===== src/rtl/sha2_cmd_sequencer.sv =====
// Host command sequencer for the SHA-256 core: parses ASCII lines, loads message words,
// starts/chains compressions and returns replies or the digest as hex text.
module sha2_cmd_sequencer #(
    parameter int unsigned DONE_TIMEOUT = 1024,
    parameter bit          HEX_UPPER    = 1'b0
) (
    input  logic         clk,
    input  logic         rst_n,
    input  logic [7:0]   rx_data,
    input  logic         rx_valid,
    output logic [7:0]   tx_data,
    output logic         tx_valid,
    input  logic         tx_ready,
    output logic         core_wr_en,
    output logic [3:0]   core_wr_addr,
    output logic [31:0]  core_wr_data,
    output logic         core_start,
    output logic         core_init,
    input  logic         core_done,
    input  logic [255:0] core_digest,
    output logic [7:0]   led
);

    localparam int unsigned CntW = $clog2(DONE_TIMEOUT + 1);

    typedef enum logic [2:0] {
        StIdle = 3'd0,
        StArgs = 3'd1,
        StExec = 3'd2,
        StWait = 3'd3,
        StTx   = 3'd4
    } state_e;

    typedef enum logic [2:0] {ModeLoad, ModeGo, ModeCont, ModeRead, ModeErr} mode_e;
    typedef enum logic [1:0] {RepOk, RepErr, RepTime, RepDig} reply_e;

    state_e          state_q, state_d;
    mode_e           mode_q, mode_d;
    reply_e          reply_q, reply_d;
    logic            err_q, err_d;
    logic [3:0]      dig_cnt_q, dig_cnt_d;
    logic [3:0]      idx_q, idx_d;
    logic [31:0]     val_q, val_d;
    logic            ovf_q, ovf_d;
    logic [3:0]      last_idx_q, last_idx_d;
    logic [CntW-1:0] wait_cnt_q, wait_cnt_d;
    logic [6:0]      tx_cnt_q, tx_cnt_d;
    logic [255:0]    digest_q, digest_d;

    logic       rx_is_hex;
    logic [3:0] rx_nib;
    logic [3:0] tx_nib;
    logic [6:0] tx_last;
    logic [7:0] tx_char;
    logic [7:0] tx_byte;

    always_comb begin
        rx_is_hex = 1'b1;
        rx_nib    = 4'h0;
        if (rx_data >= 8'h30 && rx_data <= 8'h39) begin
            rx_nib = rx_data[3:0];
        end else if ((rx_data >= 8'h41 && rx_data <= 8'h46) ||
                     (rx_data >= 8'h61 && rx_data <= 8'h66)) begin
            rx_nib = rx_data[3:0] + 4'd9;
        end else begin
            rx_is_hex = 1'b0;
        end
    end

    // Digest digits come from the top nibble of a snapshot that shifts left per accepted digit.
    always_comb begin
        tx_nib  = digest_q[255:252];
        tx_last = (reply_q == RepDig) ? 7'd64 : 7'd1;
        case (reply_q)
            RepOk:   tx_char = 8'h4B;
            RepErr:  tx_char = 8'h3F;
            RepTime: tx_char = 8'h54;
            default: tx_char = (tx_nib < 4'd10) ? {4'h3, tx_nib} :
                               (HEX_UPPER ? 8'h41 : 8'h61) + {4'h0, tx_nib} - 8'd10;
        endcase
        tx_byte = (tx_cnt_q == tx_last) ? 8'h0A : tx_char;
    end

    always_comb begin
        state_d    = state_q;
        mode_d     = mode_q;
        reply_d    = reply_q;
        err_d      = err_q;
        dig_cnt_d  = dig_cnt_q;
        idx_d      = idx_q;
        val_d      = val_q;
        ovf_d      = ovf_q;
        last_idx_d = last_idx_q;
        wait_cnt_d = wait_cnt_q;
        tx_cnt_d   = tx_cnt_q;
        digest_d   = digest_q;

        tx_valid     = 1'b0;
        tx_data      = 8'h00;
        core_wr_en   = 1'b0;
        core_wr_addr = 4'h0;
        core_wr_data = 32'h0;
        core_start   = 1'b0;
        core_init    = 1'b0;
        led          = {last_idx_q, ovf_q, state_q};

        if (rx_valid && (state_q == StExec || state_q == StWait || state_q == StTx)) begin
            ovf_d = 1'b1;
        end

        case (state_q)
            StIdle: begin
                if (rx_valid && rx_data != 8'h0D && rx_data != 8'h0A) begin
                    state_d   = StArgs;
                    err_d     = 1'b0;
                    dig_cnt_d = 4'd0;
                    idx_d     = 4'h0;
                    val_d     = 32'h0;
                    case (rx_data)
                        8'h4C, 8'h6C: mode_d = ModeLoad;
                        8'h47, 8'h67: mode_d = ModeGo;
                        8'h43, 8'h63: mode_d = ModeCont;
                        8'h52, 8'h72: mode_d = ModeRead;
                        default: begin
                            mode_d = ModeErr;
                            err_d  = 1'b1;
                        end
                    endcase
                end
            end
            StArgs: begin
                if (rx_valid && rx_data != 8'h0D) begin
                    if (rx_data == 8'h0A) begin
                        state_d = StExec;
                    end else if (mode_q == ModeLoad && rx_is_hex) begin
                        if (dig_cnt_q == 4'd0) begin
                            idx_d     = rx_nib;
                            dig_cnt_d = 4'd1;
                        end else if (dig_cnt_q == 4'd9) begin
                            err_d = 1'b1;
                        end else begin
                            val_d     = {val_q[27:0], rx_nib};
                            dig_cnt_d = dig_cnt_q + 4'd1;
                        end
                    end else begin
                        err_d = 1'b1;
                    end
                end
            end
            StExec: begin
                state_d    = StTx;
                tx_cnt_d   = 7'd0;
                wait_cnt_d = '0;
                reply_d    = RepErr;
                // dig_cnt below 2 means the index or every value digit is missing.
                if (!err_q && !(mode_q == ModeLoad && dig_cnt_q < 4'd2)) begin
                    case (mode_q)
                        ModeLoad: begin
                            core_wr_en   = 1'b1;
                            core_wr_addr = idx_q;
                            core_wr_data = val_q;
                            last_idx_d   = idx_q;
                            reply_d      = RepOk;
                        end
                        ModeGo, ModeCont: begin
                            core_start = 1'b1;
                            core_init  = (mode_q == ModeGo);
                            state_d    = StWait;
                        end
                        ModeRead: begin
                            reply_d  = RepDig;
                            digest_d = core_digest;
                        end
                        default: reply_d = RepErr;
                    endcase
                end
            end
            StWait: begin
                if (core_done) begin
                    reply_d  = RepOk;
                    tx_cnt_d = 7'd0;
                    state_d  = StTx;
                end else if (wait_cnt_q == CntW'(DONE_TIMEOUT)) begin
                    reply_d  = RepTime;
                    tx_cnt_d = 7'd0;
                    state_d  = StTx;
                end else begin
                    wait_cnt_d = wait_cnt_q + 1'b1;
                end
            end
            StTx: begin
                tx_valid = 1'b1;
                tx_data  = tx_byte;
                if (tx_ready) begin
                    if (tx_cnt_q == tx_last) begin
                        state_d = StIdle;
                    end else begin
                        tx_cnt_d = tx_cnt_q + 7'd1;
                        if (reply_q == RepDig) begin
                            digest_d = {digest_q[251:0], 4'h0};
                        end
                    end
                end
            end
            default: state_d = StIdle;
        endcase
    end

    always_ff @(posedge clk) begin
        if (!rst_n) begin
            state_q    <= StIdle;
            mode_q     <= ModeLoad;
            reply_q    <= RepOk;
            err_q      <= 1'b0;
            dig_cnt_q  <= 4'd0;
            idx_q      <= 4'h0;
            val_q      <= 32'h0;
            ovf_q      <= 1'b0;
            last_idx_q <= 4'h0;
            wait_cnt_q <= '0;
            tx_cnt_q   <= 7'd0;
            digest_q   <= 256'h0;
        end else begin
            state_q    <= state_d;
            mode_q     <= mode_d;
            reply_q    <= reply_d;
            err_q      <= err_d;
            dig_cnt_q  <= dig_cnt_d;
            idx_q      <= idx_d;
            val_q      <= val_d;
            ovf_q      <= ovf_d;
            last_idx_q <= last_idx_d;
            wait_cnt_q <= wait_cnt_d;
            tx_cnt_q   <= tx_cnt_d;
            digest_q   <= digest_d;
        end
    end

endmodule


===== config.mk =====
export PLATFORM = sky130hd
export DESIGN_NAME = sha2_cmd_sequencer
export DESIGN_NICKNAME = d
export VERILOG_FILES = /design/src/rtl/sha2_cmd_sequencer.sv
export SDC_FILE = /design/constraint.sdc
export NUM_CORES = 1
export LEC_CHECK = 0
export ABC_AREA = 1
export CAP_MARGIN = 10
export CORE_ASPECT_RATIO = 1.5
export CORE_UTILIZATION = 50
export DETAILED_ROUTE_END_ITERATION = 10
export GPL_TIMING_DRIVEN = 0
export PLACE_DENSITY = 0.75
export SLEW_MARGIN = 10
export SYNTH_ARGS = -nofsm -noshare
export SYNTH_HDL_FRONTEND = slang
export SYNTH_SLANG_ARGS = --single-unit

===== constraint.sdc =====
create_clock -name clk -period 4.55 [get_ports clk]
set_input_delay 1.365 -clock clk [delete_from_list [all_inputs] [get_ports clk]]
set_output_delay 1.365 -clock clk [all_outputs]
set_load 0.02 [all_outputs]

After elaboration in Yosys (flattened, before gate mapping) --
Index checks and enable logic that the tools add are counted.
Storage, ports and cells: bits in registers 328, bits of input ports 269, output and inout bits 56, word-level logic and storage cells 191
Operators by class: $add $sub $neg 6, magnitude comparators 8, equality and inequality tests 44, mux-type cells 82, reduce and logical (&&, ||, !) cells 39
Operators by type and width (count):
- 2-to-1 mux 256 bit | 5
- one-hot mux 256 bit (2 select lines) | 1
- 2-to-1 mux 32 bit | 9
- equality test 8 x 7 -> 1 bit, second input constant | 8
- one-hot mux 32 bit (2 select lines) | 1
- 2-to-1 mux 4 bit | 15
- 2-to-1 mux 7 bit | 5
- AND reduction 6 bit | 5
- 2-to-1 mux 3 bit | 9
- 2-to-1 mux 8 bit | 3
- != test 2 bit, second input constant | 12
- one-hot mux 8 bit (3 select lines) | 1
- 2-to-1 mux 11 bit | 2
- one-hot mux 11 bit (2 select lines) | 1
- one-hot mux 7 bit (3 select lines) | 1
- 2-to-1 mux 1 bit | 19
- greater-or-equal comparator 8 x 7 -> 1 bit, second input constant | 2
- <= comparator 8 x 7 -> 1 bit, second input constant | 2
- != test 8 x 4 -> 1 bit, second input constant | 2
- one-hot mux 4 bit (2 select lines) | 2
- one-hot mux 3 bit (5 select lines) | 1
- equality test 3 x 2 -> 1 bit, second input constant | 4
- one-hot mux 3 bit (4 select lines) | 1
- adder 11 x 1 -> 11 bit, second input constant | 1
- other kinds (37) | 67

Longest topological paths before layout --
depth after elaboration 11, mapped depth 15, gate-level depth less buffers 14

Least setup slack after synthesis --
No wires, ideal clock.
kind register to output, start register state_q[1], end output port core_wr_data[0], arrival time 2.063 ns, path slack 1.122 ns, stages on the path, launching flop included 10, path through dfxtp_1 inv_2 nor2_2 inv_2 nor2_4 inv_1 nor2_1 inv_2 clkbuf_1 nor2_1
On the way: word-level cells in the longest chain between the ends 2
RTL lines:
- start: declaration | RTL line 37 | state_e state_q, state_d;
- start signal: assignment | RTL line 211 | state_q <= StIdle;
- start signal: assignment | RTL line 224 | state_q <= state_d;
- equality test 3 x 2 -> 1 bit | RTL line 111 | case (state_q)
- 2-to-1 mux 32 bit | RTL line 111
- end: declaration | RTL line 16 | output logic [31:0] core_wr_data,
No other way between the ends.

Final worst setup path --
start register state_q[1], end output port core_wr_data[27]
The elaborated chain is that of the path after synthesis.

==> impl_results.md <==
- Highest-delay cell along the critical path: clkdlybuf4s50_1
- DR WL/cell: 13.6 µm
- Yosys reg bits: 328
- Critical path launch point type: register
- Cts bufs inserted: 31
- Postcts setup bufs: 0
- Post-synthesis sequential area ratio: 40.5%
- Final-report hold violation count: 0
- Max_cap viols: 0
- Clock insertion delay at the later pin of the skew report: 0.58 ns
- First-pass DRT Iterations: 5
- # IOs: 325
- Status: completed
- Top_reg_cell synth: dfxtp_1
- CTS tree: yes
- Routed WL: 46.9 mm
- Crit path launch: state_q[1]
- Measured slew at the worst slew-check pin: 0.835 ns
- Drt drc: 0
- Reg clk slew, reported paths: 0.06 ns
- Area grow syn2layout: 29.7%
- Clock Path Buffers: 3
- Crit-path cells: inv_2, nor2_2, inv_2, nor2_4, inv_1, nor2_4, inv_2, clkbuf_1, nor2_1, clkdlybuf4s50_1
- Fin util: 66.1%
- Async SR Flop Fraction: 0%
- Mean post-synth cell area: 6.11 µm²
- Total Nets Final: 3288
- Reg-to-reg startpoint: reply_q[0]
- Worst EP arrival: 2.88 ns
- Layout fillers: 3030
- Total clock sinks: 328
- Vias/cell: 4.97
- Slew margin rel.: 44.3%
- Hold Startpoint: last_idx_q[3]
- Number of synthesized flops with an enable pin: 0
- RSZ-0062 raised after global routing: no
- Final Cell Area: 21000 µm²
- Die Wd: 149 µm
- WP buf/inv: 6
- Overall Global Routing Usage: 27.9%
- Req. time, crit path: 3.18 ns
- 1st-iter DRT viols: 905
- Largest net degree at the start of global routing: 16
- Placed cells: 3382
- Clock skew: 0.0128 ns
- Peak Freq: 0.235 GHz
- Tot Pwr: 11900 µW
- CP peak stage delay: 0.63 ns
- Yosys cell types: 36
- First-pass GRT wire length: 75.6 mm
- Synthesis warning total: 0
- Leakage: 0.00934 µW
- CTS root buf: clkbuf_16
- Most used cell, CP: inv_2
- GPL Wtd Cong: 0.925
- Post-CTS Resized: 0
- GRT overflow: 0
- Starting density of the core: 50.9%
- Mapped Nets: 2935
- Worst VDD drop: 0.288 mV
- Hold_buf cts: 0
- CTS H-tree depth: 1
- Endpoints failing setup: 0
- Critical path class: register to primary output
- Sum Neg Setup Slack: 0 ns
- Site row count: 80
- Initial antenna violation count: 8
- Number of global-route vias before repair: 16400
- Non-Filler Instances: 3446
- Fin crit share: 93.3%
- CP max FO: 10
- DIE HEIGHT: 223 µm
- Port Buffers: 321
- Pwr dens: 566 nW/µm²
- Core area: 31800 µm²
- Post-detail-place hpwl: 34.9 mm
- Final Max Slew Viols: 0
- ANT nets after route: 0
- Fin crit period: 4.25 ns
- Share of cells above drive strength 1: 5.05%
- Post-DP Area: 19900 µm²
- Mapped Cells: 2651
- Crit. End Element: primary output
- Die area: 33200 µm²
- Mapped cell area: 16200 µm²
- Worst path top cell family by delay: buffers and inverters
- Hold crit path type: register to register
- Vias: 17100
-- placed cells by master, fill, tap and decap left out, types with 10 or more instances in the layout --
cell	count
a21oi_1	43
buf_2	71
buf_4	12
clkbuf_1	87
clkbuf_16	31
clkdlybuf4s50_1	320
dfxtp_1	328
ha_1	15
inv_1	87
inv_2	10
nand2_1	978
nand3_1	58
nand4_1	15
nor2_1	635
o21ai_0	118
o21ai_1	149
-- per-layer routing --
metal  global-route usage, %  wire (µm)  vias up
li1                        -          -     8939
met1                    31.1      18800     7666
met2                    52.0      23700      445
met3                    3.70       2710       85
met4                    11.8       1690        0
met5                       0          0        -
-- Yosys cell counts, types with 2 or more instances --
| library cell | instances | share of area (%) |
|---|---|---|
| a21oi_1 | 43 | 1.3 |
| a31oi_1 | 2 | 0.077 |
| buf_1 | 4 | 0.093 |
| buf_2 | 72 | 2.2 |
| buf_4 | 12 | 0.56 |
| clkbuf_1 | 81 | 1.9 |
| dfxtp_1 | 328 | 41 |
| ha_1 | 15 | 1.2 |
| inv_1 | 87 | 2.0 |
| inv_2 | 10 | 0.23 |
| nand2_1 | 978 | 23 |
| nand3_1 | 58 | 1.8 |
| nand3b_1 | 3 | 0.14 |
| nand4_1 | 15 | 0.58 |
| nor2_1 | 636 | 15 |
| nor2_4 | 2 | 0.14 |
| nor3_1 | 8 | 0.25 |
| nor3b_1 | 2 | 0.093 |
| nor4_1 | 2 | 0.077 |
| o211ai_1 | 2 | 0.093 |
| o21a_1 | 2 | 0.093 |
| o21ai_0 | 118 | 3.6 |
| o21ai_1 | 149 | 4.6 |
| xnor2_1 | 2 | 0.11 |
| xor2_1 | 9 | 0.49 |
-- worst reg2reg max path: stages (launching register included) --
cell and delay [ns]:
dfxtp_1 0.38, ha_1 0.32, inv_2 0.12, nand3b_1 0.10
nand2_1 0.07, nand3_1 0.13, nand2_1 0.08, inv_2 0.05
nand3_2 0.16, inv_2 0.24, buf_4 0.23, buf_2 0.24
nor2_1 0.08, nor2_1 0.13
-- cells by family (layout without fill, tap and decap cells) --
| family | after synthesis | in the layout | share of synthesized area [%] |
|---|---|---|---|
| xor gates and xnor gates | 11 | 11 | 0.594 |
| other | 1 | 9 | 0.0231 |
| DFF | 328 | 328 | 40.5 |
| adders and majority gates | 15 | 15 | 1.16 |
| and+or+nand+nor | 1709 | 1709 | 40.7 |
| buffers and inverters | 267 | 644 | 7.02 |
| AOI/OAI and AO/OA | 320 | 320 | 10.0 |
-- sequential cells by signal (all words and copies together) (netlist names), 4 cells and up --
name        cells
tx_cnt_q        7
digest_q      256
dig_cnt_q       4
last_idx_q      4
wait_cnt_q     11
val_q          32
idx_q           4
-- layout make-up --
class	instances	area, µm²	area share [%]
antenna	8	20.0	0.0952
buffer	168	768	3.65
clock buffer	46	922	4.39
clock inverter	11	140	0.666
inverter	98	368	1.75
multi-input combinational	2056	8510	40.5
sequential	328	6570	31.2
tap	410	513	2.44
timing repair buffer	321	3220	15.3
-- through the flow --
step                hold WS [ns]  setup slack, ns
floorplan                  0.438             1.12
global placement           0.452            0.656
detailed placement         0.455            0.651
CTS                        0.465           0.0182
global route               0.487            0.109
finish                     0.468            0.303
-- worst paths after layout --
kind	end	slack (ns)	depth (start not counted)
min	last_idx_q[3]	0.47	2
min reg2reg	last_idx_q[3]	0.47	2
max reg2reg	digest_q[187]	2.15	13
max	core_wr_data[27]	0.30	10
-- report_power, final --
part,total [µW],switching [µW],internal [µW]
logic,4900,3170,1730
registers,4310,495,3810
clock network,2690,1120,1570
No activity file was read; power rests on OpenSTA's default activity.
